$ cat config.mk
export PLATFORM = sky130hd
export DESIGN_NAME = ecg_entropy_decoder
export DESIGN_NICKNAME = d
export VERILOG_FILES = /design/src/rtl/ecg_codec_pkg.sv /design/src/rtl/ecg_sample_assembler.sv /design/src/rtl/ecg_entropy_decoder.sv
export SDC_FILE = /design/constraint.sdc
export NUM_CORES = 1
export LEC_CHECK = 0
export ABC_AREA = 1
export BUFFER_PORTS_ARGS = -buffer_cell sky130_fd_sc_hd__buf_2
export CORE_MARGIN = 2
export CORE_UTILIZATION = 45
export DETAILED_ROUTE_END_ITERATION = 12
export GPL_TIMING_DRIVEN = 0
export PLACE_DENSITY = 0.7
export SLEW_MARGIN = 20
export SYNTH_ARGS = -nofsm -noshare
export SYNTH_HDL_FRONTEND = slang
export SYNTH_HIERARCHICAL = 1
export SYNTH_SLANG_ARGS = --single-unit
export TNS_END_PERCENT = 50
$ cat constraint.sdc
create_clock -name clk -period 9.4 [get_ports clk]
set_clock_uncertainty 0.2 [all_clocks]
set_input_delay 0.47 -clock clk [delete_from_list [all_inputs] [get_ports clk]]
set_output_delay 0.47 -clock clk [all_outputs]
set_load 0.02 [all_outputs]
$ cat src/rtl/ecg_codec_pkg.sv
// ecg_codec_pkg
// Shared definitions for the ECG entropy decoder: the decoder FSM state
// enumeration, the maximum encoded group length, the number of samples per
// group and the widths of the size field and the bits-required value.
package ecg_codec_pkg;

    localparam int ECG_MAX_BITS    = 50;
    localparam int SAMPLES_PER_ECG = 4;
    localparam int ECG_SIZE_W      = 6;
    localparam int ECG_K_W         = 4;

    typedef enum logic [2:0] {
        ST_IDLE,
        ST_FLAG,
        ST_PREFIX,
        ST_SAMPLE,
        ST_DONE
    } ecg_state_t;

endpackage

$ cat src/rtl/ecg_sample_assembler.sv
// ecg_sample_assembler
// Collects the sample field of an ECG group one bit at a time into four
// accumulators (sample_1 first, MSB first) and presents each accumulator
// sign-extended from k bits to DATA_WIDTH bits.
//
// Ports
//   clk, rst_n       clock, asynchronous active-low reset
//   i_clear          zero all accumulators and restart at sample_1
//   i_shift_en       shift i_bit into the current sample this cycle
//   i_bit            the bitstream bit being consumed
//   i_k              bits per sample (0..DATA_WIDTH)
//   o_last           this shift completes the fourth sample
//   o_sample_1..4    sign-extended samples
module ecg_sample_assembler
    import ecg_codec_pkg::*;
#(
    parameter int DATA_WIDTH = 10
) (
    input  logic                         clk,
    input  logic                         rst_n,
    input  logic                         i_clear,
    input  logic                         i_shift_en,
    input  logic                         i_bit,
    input  logic [ECG_K_W-1:0]           i_k,
    output logic                         o_last,
    output logic signed [DATA_WIDTH-1:0] o_sample_1,
    output logic signed [DATA_WIDTH-1:0] o_sample_2,
    output logic signed [DATA_WIDTH-1:0] o_sample_3,
    output logic signed [DATA_WIDTH-1:0] o_sample_4
);

    logic [DATA_WIDTH-1:0] r_acc [SAMPLES_PER_ECG];
    logic [1:0]            r_idx;
    logic [ECG_K_W-1:0]    r_bit_cnt;
    logic                  w_sample_end;

    // Shift the k-bit field to the top, then arithmetic-shift back down so
    // bit k-1 becomes the sign. k==0 yields zero.
    function automatic logic signed [DATA_WIDTH-1:0] sign_extend(
        input logic [DATA_WIDTH-1:0] raw,
        input logic [ECG_K_W-1:0]    k
    );
        logic signed [DATA_WIDTH-1:0] tmp;
        int                           sh;
        if (k == '0) begin
            return '0;
        end
        sh  = DATA_WIDTH - int'(k);
        tmp = raw << sh;
        return tmp >>> sh;
    endfunction

    // i_k is at least 1 whenever shifting is enabled.
    assign w_sample_end = (r_bit_cnt == i_k - 1'b1);
    assign o_last       = i_shift_en && w_sample_end && (r_idx == 2'd3);

    always_ff @(posedge clk or negedge rst_n) begin
        if (!rst_n) begin
            for (int i = 0; i < SAMPLES_PER_ECG; i++) begin
                r_acc[i] <= '0;
            end
            r_idx     <= '0;
            r_bit_cnt <= '0;
        end else if (i_clear) begin
            for (int i = 0; i < SAMPLES_PER_ECG; i++) begin
                r_acc[i] <= '0;
            end
            r_idx     <= '0;
            r_bit_cnt <= '0;
        end else if (i_shift_en) begin
            r_acc[r_idx] <= {r_acc[r_idx][DATA_WIDTH-2:0], i_bit};
            if (w_sample_end) begin
                r_bit_cnt <= '0;
                r_idx     <= r_idx + 2'd1;
            end else begin
                r_bit_cnt <= r_bit_cnt + 1'b1;
            end
        end
    end

    assign o_sample_1 = sign_extend(r_acc[0], i_k);
    assign o_sample_2 = sign_extend(r_acc[1], i_k);
    assign o_sample_3 = sign_extend(r_acc[2], i_k);
    assign o_sample_4 = sign_extend(r_acc[3], i_k);

endmodule

$ cat src/rtl/ecg_entropy_decoder.sv
// ecg_entropy_decoder
// Decodes one MSB-aligned ECG group per handshake, one bit per clock:
// skip flag, unary k prefix (terminator omitted when k==DATA_WIDTH), then
// four k-bit two's complement samples. Holds the result until out_ready.
//
// Ports
//   clk, rst_n                 clock, asynchronous active-low reset
//   in_valid / in_ready        input handshake (in_ready high only in IDLE)
//   encoded_ECG[49:0]          encoded group, bit 49 decoded first
//   sizeof_encoded_ECG[5:0]    number of valid bits L
//   out_valid / out_ready      output handshake
//   sample_1..sample_4         decoded residuals, signed DATA_WIDTH
//   bits_req[3:0]              decoded k
//   decode_err                 group malformed (qualified by out_valid)
module ecg_entropy_decoder
    import ecg_codec_pkg::*;
#(
    parameter int DATA_WIDTH = 10
) (
    input  logic                         clk,
    input  logic                         rst_n,
    input  logic                         in_valid,
    output logic                         in_ready,
    input  logic [ECG_MAX_BITS-1:0]      encoded_ECG,
    input  logic [ECG_SIZE_W-1:0]        sizeof_encoded_ECG,
    output logic                         out_valid,
    input  logic                         out_ready,
    output logic signed [DATA_WIDTH-1:0] sample_1,
    output logic signed [DATA_WIDTH-1:0] sample_2,
    output logic signed [DATA_WIDTH-1:0] sample_3,
    output logic signed [DATA_WIDTH-1:0] sample_4,
    output logic [ECG_K_W-1:0]           bits_req,
    output logic                         decode_err
);

    localparam logic [ECG_K_W-1:0]    K_MAX    = ECG_K_W'(DATA_WIDTH);
    localparam logic [ECG_SIZE_W-1:0] SIZE_MAX = ECG_SIZE_W'(ECG_MAX_BITS);

    ecg_state_t              r_state;
    logic [ECG_MAX_BITS-1:0] r_shift;
    logic [ECG_SIZE_W-1:0]   r_cnt;
    logic [ECG_SIZE_W-1:0]   r_len;
    logic [ECG_K_W-1:0]      r_k;
    logic                    r_in_ready;
    logic                    r_out_valid;
    logic                    r_err;

    logic                    w_accept;
    logic                    w_bit;
    logic                    w_have_bit;
    logic [ECG_SIZE_W-1:0]   w_cnt_next;
    logic                    w_trailing;
    logic                    w_shift_en;
    logic                    w_clear;
    logic                    w_last;

    // r_in_ready is only ever set while in IDLE.
    assign w_accept   = r_in_ready && in_valid;
    assign w_bit      = r_shift[ECG_MAX_BITS-1];
    // Consuming another bit is legal only while fewer than L bits are used.
    assign w_have_bit = (r_cnt < r_len);
    assign w_cnt_next = r_cnt + 1'b1;
    // Completing with fewer bits consumed than L leaves trailing bits.
    assign w_trailing = (w_cnt_next < r_len);
    assign w_shift_en = (r_state == ST_SAMPLE) && w_have_bit;
    // Samples restart on accept and are zeroed when a sample field truncates.
    assign w_clear    = w_accept || ((r_state == ST_SAMPLE) && !w_have_bit);

    always_ff @(posedge clk or negedge rst_n) begin
        if (!rst_n) begin
            r_state     <= ST_IDLE;
            r_shift     <= '0;
            r_cnt       <= '0;
            r_len       <= '0;
            r_k         <= '0;
            r_in_ready  <= 1'b0;
            r_out_valid <= 1'b0;
            r_err       <= 1'b0;
        end else begin
            case (r_state)
                ST_IDLE: begin
                    if (w_accept) begin
                        r_in_ready <= 1'b0;
                        r_shift    <= encoded_ECG;
                        r_len      <= sizeof_encoded_ECG;
                        r_cnt      <= '0;
                        r_k        <= '0;
                        if (sizeof_encoded_ECG == '0 || sizeof_encoded_ECG > SIZE_MAX) begin
                            r_state     <= ST_DONE;
                            r_out_valid <= 1'b1;
                            r_err       <= 1'b1;
                        end else begin
                            r_state <= ST_FLAG;
                            r_err   <= 1'b0;
                        end
                    end else begin
                        r_in_ready <= 1'b1;
                    end
                end
                ST_FLAG, ST_PREFIX, ST_SAMPLE: begin
                    if (!w_have_bit) begin
                        // Stream truncated: report with zeroed samples.
                        r_state     <= ST_DONE;
                        r_out_valid <= 1'b1;
                        r_err       <= 1'b1;
                    end else begin
                        r_shift <= {r_shift[ECG_MAX_BITS-2:0], 1'b0};
                        r_cnt   <= w_cnt_next;
                        case (r_state)
                            ST_FLAG: begin
                                if (w_bit) begin
                                    r_state     <= ST_DONE;
                                    r_out_valid <= 1'b1;
                                    r_err       <= w_trailing;
                                end else begin
                                    r_state <= ST_PREFIX;
                                end
                            end
                            ST_PREFIX: begin
                                if (w_bit) begin
                                    r_k <= r_k + 1'b1;
                                    // No terminator follows k == DATA_WIDTH.
                                    if (r_k == K_MAX - 1'b1) begin
                                        r_state <= ST_SAMPLE;
                                    end
                                end else if (r_k == '0) begin
                                    r_state     <= ST_DONE;
                                    r_out_valid <= 1'b1;
                                    r_err       <= w_trailing;
                                end else begin
                                    r_state <= ST_SAMPLE;
                                end
                            end
                            default: begin
                                if (w_last) begin
                                    r_state     <= ST_DONE;
                                    r_out_valid <= 1'b1;
                                    r_err       <= w_trailing;
                                end
                            end
                        endcase
                    end
                end
                ST_DONE: begin
                    if (out_ready) begin
                        r_state     <= ST_IDLE;
                        r_out_valid <= 1'b0;
                        r_in_ready  <= 1'b1;
                    end
                end
                default: begin
                    r_state <= ST_IDLE;
                end
            endcase
        end
    end

    ecg_sample_assembler #(
        .DATA_WIDTH (DATA_WIDTH)
    ) u_assembler (
        .clk        (clk),
        .rst_n      (rst_n),
        .i_clear    (w_clear),
        .i_shift_en (w_shift_en),
        .i_bit      (w_bit),
        .i_k        (r_k),
        .o_last     (w_last),
        .o_sample_1 (sample_1),
        .o_sample_2 (sample_2),
        .o_sample_3 (sample_3),
        .o_sample_4 (sample_4)
    );

    assign in_ready   = r_in_ready;
    assign out_valid  = r_out_valid;
    assign bits_req   = r_k;
    assign decode_err = r_err;

endmodule

# Word-level counts from Yosys, hierarchy flattened
# Index checks and enable logic that the tools add are counted.
# word_totals
reg_bits,118
latch_bits,0
ramBits,0
rom_bits,0
n_memories,0
# op_classes
addsub,6
n_mul,0
div_mod_pow,0
n_lt_le_gt_ge,5
eq_ne,18
shifts,8
mux,64
bitwise,1
n_reduce_logical,26
# ops
cell,n
$shl A10 B32 Y10,4
$sshr A10 B32 Y10,4
$mux W50,2
$pmux W50 S2,1
$mux W40,2
$mux W10,6
$bwmux W40,1
$mux W4,7
$mux W3,9
$bmux W10 S2,1
$demux W10 S2,1
$mux W1,18
$mux W9,2
$lt A6 B6 Y1,2
$mux W6,2
$ne A2 B2 Y1 const B,6
$ne A4 B4 Y1 const B,3
$pmux W6 S2,1
$pmux W3 S3,1
$add A4 B1 Y4 const B,2
$pmux W1 S2,4
$pmux W4 S2,1
$reduce_and A8 Y1,1
$reduce_bool A2 Y1,4
32 further kinds,43

# Logic depth before layout (Yosys ltp)
# depth
word_depth,8
depth_mapped,22
depth_no_buf,15

# Hierarchy
# The synthesis kept the hierarchy.
# modules_own_cells
module,instances,cells_each,area_per_inst_um2
ecg_sample_assembler,1,873,5097.4
ecg_entropy_decoder,1,485,4003.8

# Least setup slack after synthesis
# Ideal clock, no wire load.
# synth_path
path_kind,register to output
from,register r_k[0] (netlist: bits_req[0])
to,output sample_1[4]
t_arrival_ps,3334
required_time_ps,8730
path_slack_ps,5396
stages_incl_launch_ff,20
n_path_buf,8
path_cell_list,dfrtp_1 buf_2 inv_1 buf_2 buf_4 buf_2 buf_2 ha_1 buf_2 inv_1 buf_2 buf_1 nand2_1 nand2_1 nand4_1 nand3_1 nand2_1 nand2_1 nand2_1 a21oi_1
# synth_via
elab_chain_len,4
# synth_lines
item,line,source
"start, declared",ecg_entropy_decoder.sv:43,logic [ECG_K_W-1:0] r_k;
"start signal, assigned",ecg_entropy_decoder.sv:121,r_k <= r_k + 1'b1;
$sub A4 B4 Y5,ecg_sample_assembler.sv:48,sh = DATA_WIDTH - int'(k);
$shl A10 B32 Y10,ecg_sample_assembler.sv:49,tmp = raw << sh;
$sshr A10 B32 Y10,ecg_sample_assembler.sv:50,return tmp >>> sh;
$mux W10 *,ecg_sample_assembler.sv:48,
"end, declared",ecg_entropy_decoder.sv:28,"output logic signed [DATA_WIDTH-1:0] sample_1,"
# Every way passes the cells marked *; elsewhere a longest branch is shown, timed or not.

# Final worst setup path
# layout_path
from,register r_k[0] (netlist: bits_req[0])
to,output sample_4[2]
# layout_via
elab_chain_len,4
# layout_lines
item,line,source
$sub A4 B4 Y5,ecg_sample_assembler.sv:48,
$shl A10 B32 Y10,ecg_sample_assembler.sv:49,
$sshr A10 B32 Y10,ecg_sample_assembler.sv:50,
$mux W10 *,ecg_sample_assembler.sv:48,
"end, declared",ecg_entropy_decoder.sv:31,"output logic signed [DATA_WIDTH-1:0] sample_4,"
# Marks and branches as above.

==> results.json <==
{
  "cts_max_level": 4,
  "final_nets": 1567,
  "r2r_setup_slack_ns": 4.94,
  "clk_pin_slew_worst_paths_ns": 0.06,
  "fp.dieH_um": 146,
  "die_w_um": 146,
  "grt_antenna_before_repair": 0,
  "clkSinkCount": 118,
  "viasPerCell": 5.76,
  "grt_max_degree": 70,
  "ant_nets": 0,
  "drtIter0Drc": 997,
  "status": "finished clean",
  "arrival_ns": 4.64,
  "dp_hpwl_um": 22000,
  "die_area_um2": 21400,
  "ys_top_cells_by_count": "340 x nand2_1, 244 x nand3_1, 141 x inv_1",
  "wl_um": 29800,
  "reg2reg_to": "r_state[2]",
  "coreArea_um2": 20000,
  "p_per_area_nw_per_um2": 319,
  "synthToLayoutAreaGrowth_pct": 16.5,
  "ir_drop_v": 0.000273,
  "synth_most_common_cell": "nand2_1",
  "start_kind": "register",
  "grt.total_usage": 0.282,
  "grt_pass1_wl_um": 48800,
  "first_pass_iters": 5,
  "wl_per_cell_um": 16.8,
  "overflow": 0,
  "syn_avg_cell_area_um2": 6.70,
  "place.gp.congestion": 0.954,
  "worstMarginPinSlew_ns": 0.988,
  "synth_cell_type_count": 39,
  "fin_crit_sh": 0.565,
  "synthArstFlopShare": 1.00,
  "yosysWarnings": 6,
  "reg2reg_depth": 22,
  "port_buffers": 106,
  "rsz0062_at_grt": "false",
  "post_cts_buffers": 0,
  "synthFlopType": "dfrtp_1",
  "holdCritPathClass": "in -> reg",
  "synth_cells": 1358,
  "syn-num-nets": 1440,
  "path_class": "reg -> out",
  "cts-buffers-inserted": 17,
  "whs_endpoint": "in_ready",
  "cp.required_ns": 8.73,
  "final.min_clock_period_ns": 5.31,
  "relSlewSlack": 0.337,
  "cts_tree": "built",
  "max_cap_violations": 0,
  "finalSetupTns_ns": 0,
  "fin_cells": 1768,
  "rows": 52,
  "synth_top_area_cell": "dfrtp_1",
  "syn_area_um2": 9100,
  "path_max_fanout": 11,
  "min_from": "out_ready",
  "io_pins": 107,
  "dp_cells": 1735,
  "finalHoldViolCount": 0,
  "power_leakage_nw": 5.16,
  "r2r-start": "bits_req[0]",
  "cts_root_buf": "clkbuf_16",
  "synth_edf_count": 0,
  "hold_path_depth": 3,
  "setup_viol": 0,
  "via_count": 10200,
  "grt_pass1_vias": 9818,
  "ys_seq_elements": 118,
  "synth_top_area_frac": 0.324,
  "drive_above_1_share": 0.151,
  "clk_latency_ns": 0.42,
  "fmax_mhz": 188,
  "hold_buffers": 1,
  "diodes": 0,
  "clk_path_buf_depth": 2,
  "start_util": 0.454,
  "synthTopCellsByArea": "dfrtp_1 32%, nand2_1 14%, nand3_1 13%",
  "cts_resized": 0,
  "ys_seq_area_frac": 0.324,
  "cp-end-kind": "output port",
  "maxSlewViolCount": 0,
  "drcViolationCount": 0
}
-- worst max-delay path by stage --
| stage | start | end | slack (ns) |
|---|---|---|---|
| 2_1_floorplan | bits_req[0] | sample_1[4] | 5.40 |
| 3_3_place_gp | bits_req[0] | sample_2[1] | 4.66 |
| 3_5_place_dp | bits_req[0] | sample_2[3] | 4.66 |
| 4_1_cts | bits_req[0] | sample_2[3] | 4.21 |
| 5_1_grt | bits_req[0] | sample_2[1] | 3.82 |
| 6_report | bits_req[0] | sample_4[2] | 4.09 |
-- routing by layer --
| layer | vias to the layer above | wire length [µm] | GRT usage |
|---|---|---|---|
| met5 | - | 0 | 0 |
| met4 | 0 | 919 | 0.116 |
| met3 | 71 | 2580 | 0.0441 |
| met2 | 490 | 13700 | 0.452 |
| met1 | 4774 | 12600 | 0.384 |
| li1 | 4850 | - | - |
-- worst max-delay path, stage by stage (launching register included) --
cell	delay (ns)
dfrtp_1	0.47
buf_2	0.22
inv_1	0.07
buf_2	0.22
buf_4	0.23
buf_2	0.25
buf_2	0.32
ha_1	0.28
buf_2	0.15
inv_1	0.09
buf_2	0.29
clkbuf_1	0.53
clkbuf_1	0.52
nand2_1	0.15
nand2_1	0.09
nor2_1	0.04
nor2_1	0.11
buf_2	0.17
-- per-stage QoR --
stage               total power [mW]  utilization  cell area (µm²)  hold WS, ns  worst slack (ns)
floorplan                       2.17            -             9100      -0.0256              5.40
global placement                2.68        0.498             9970        0.256              4.66
detailed placement              2.70        0.499            10000        0.247              4.66
CTS                             3.36        0.529            10600       0.0976              4.21
global route                    3.66        0.529            10600        0.111              3.82
finish                          3.38        0.529            10600        0.110              4.09
-- where the power goes --
| part | total [mW] | internal (mW) | switching (mW) |
|---|---|---|---|
| clock | 0.646 | 0.399 | 0.248 |
| sequential | 0.743 | 0.667 | 0.0768 |
| combinational | 1.99 | 0.620 | 1.37 |
| total | 3.38 | 1.69 | 1.70 |
-- cell usage in the layout, fill, tap and decap left out, drive strengths merged --
cell         count
mux2             1
a21oi           67
xnor2            5
clkinv           6
a31oi            2
clkinvlp         3
dfrtp          118
xor2             9
o31ai            1
o21ai          119
o22ai           32
o211a            1
bufinv           2
nand4           27
a22o             2
inv            154
a211oi           1
ha              22
nand3          246
dlygate4sd3      1
clkbuf          47
nand2          345
o21a             1
buf            163
and3             1
nor2            63
nor3             3
o211ai          56
-- sequential cells by signal, indices dropped and copies added, names as in the netlist, 2 cells and up --
name,count
u_assembler/r_idx,2
r_shift,50
r_state,3
r_cnt,6
r_len,6
u_assembler/r_acc,40
u_assembler/r_bit_cnt,4
bits_req,4
-- cells by family (layout without fill, tap and decap cells) --
| kind of cell | Yosys count | count (layout) | synth area share |
|---|---|---|---|
| mux | 1 | 1 | 0.00124 |
| buf+inv | 236 | 376 | 0.114 |
| fa+ha+maj | 22 | 22 | 0.0302 |
| simple gates | 685 | 685 | 0.332 |
| flops | 118 | 118 | 0.324 |
| xor+xnor | 14 | 14 | 0.0135 |
| compound gates | 282 | 282 | 0.185 |
-- cell type report --
cell class	count	area, µm²
fill	2080	9440
clock inverter	14	150
sequential	118	2950
buffer	85	468
multi-input combinational	1004	5110
clock buffer	18	439
tap	270	338
inverter	151	567
timing repair buffer	108	574
Power figures use the tool's default switching activity.
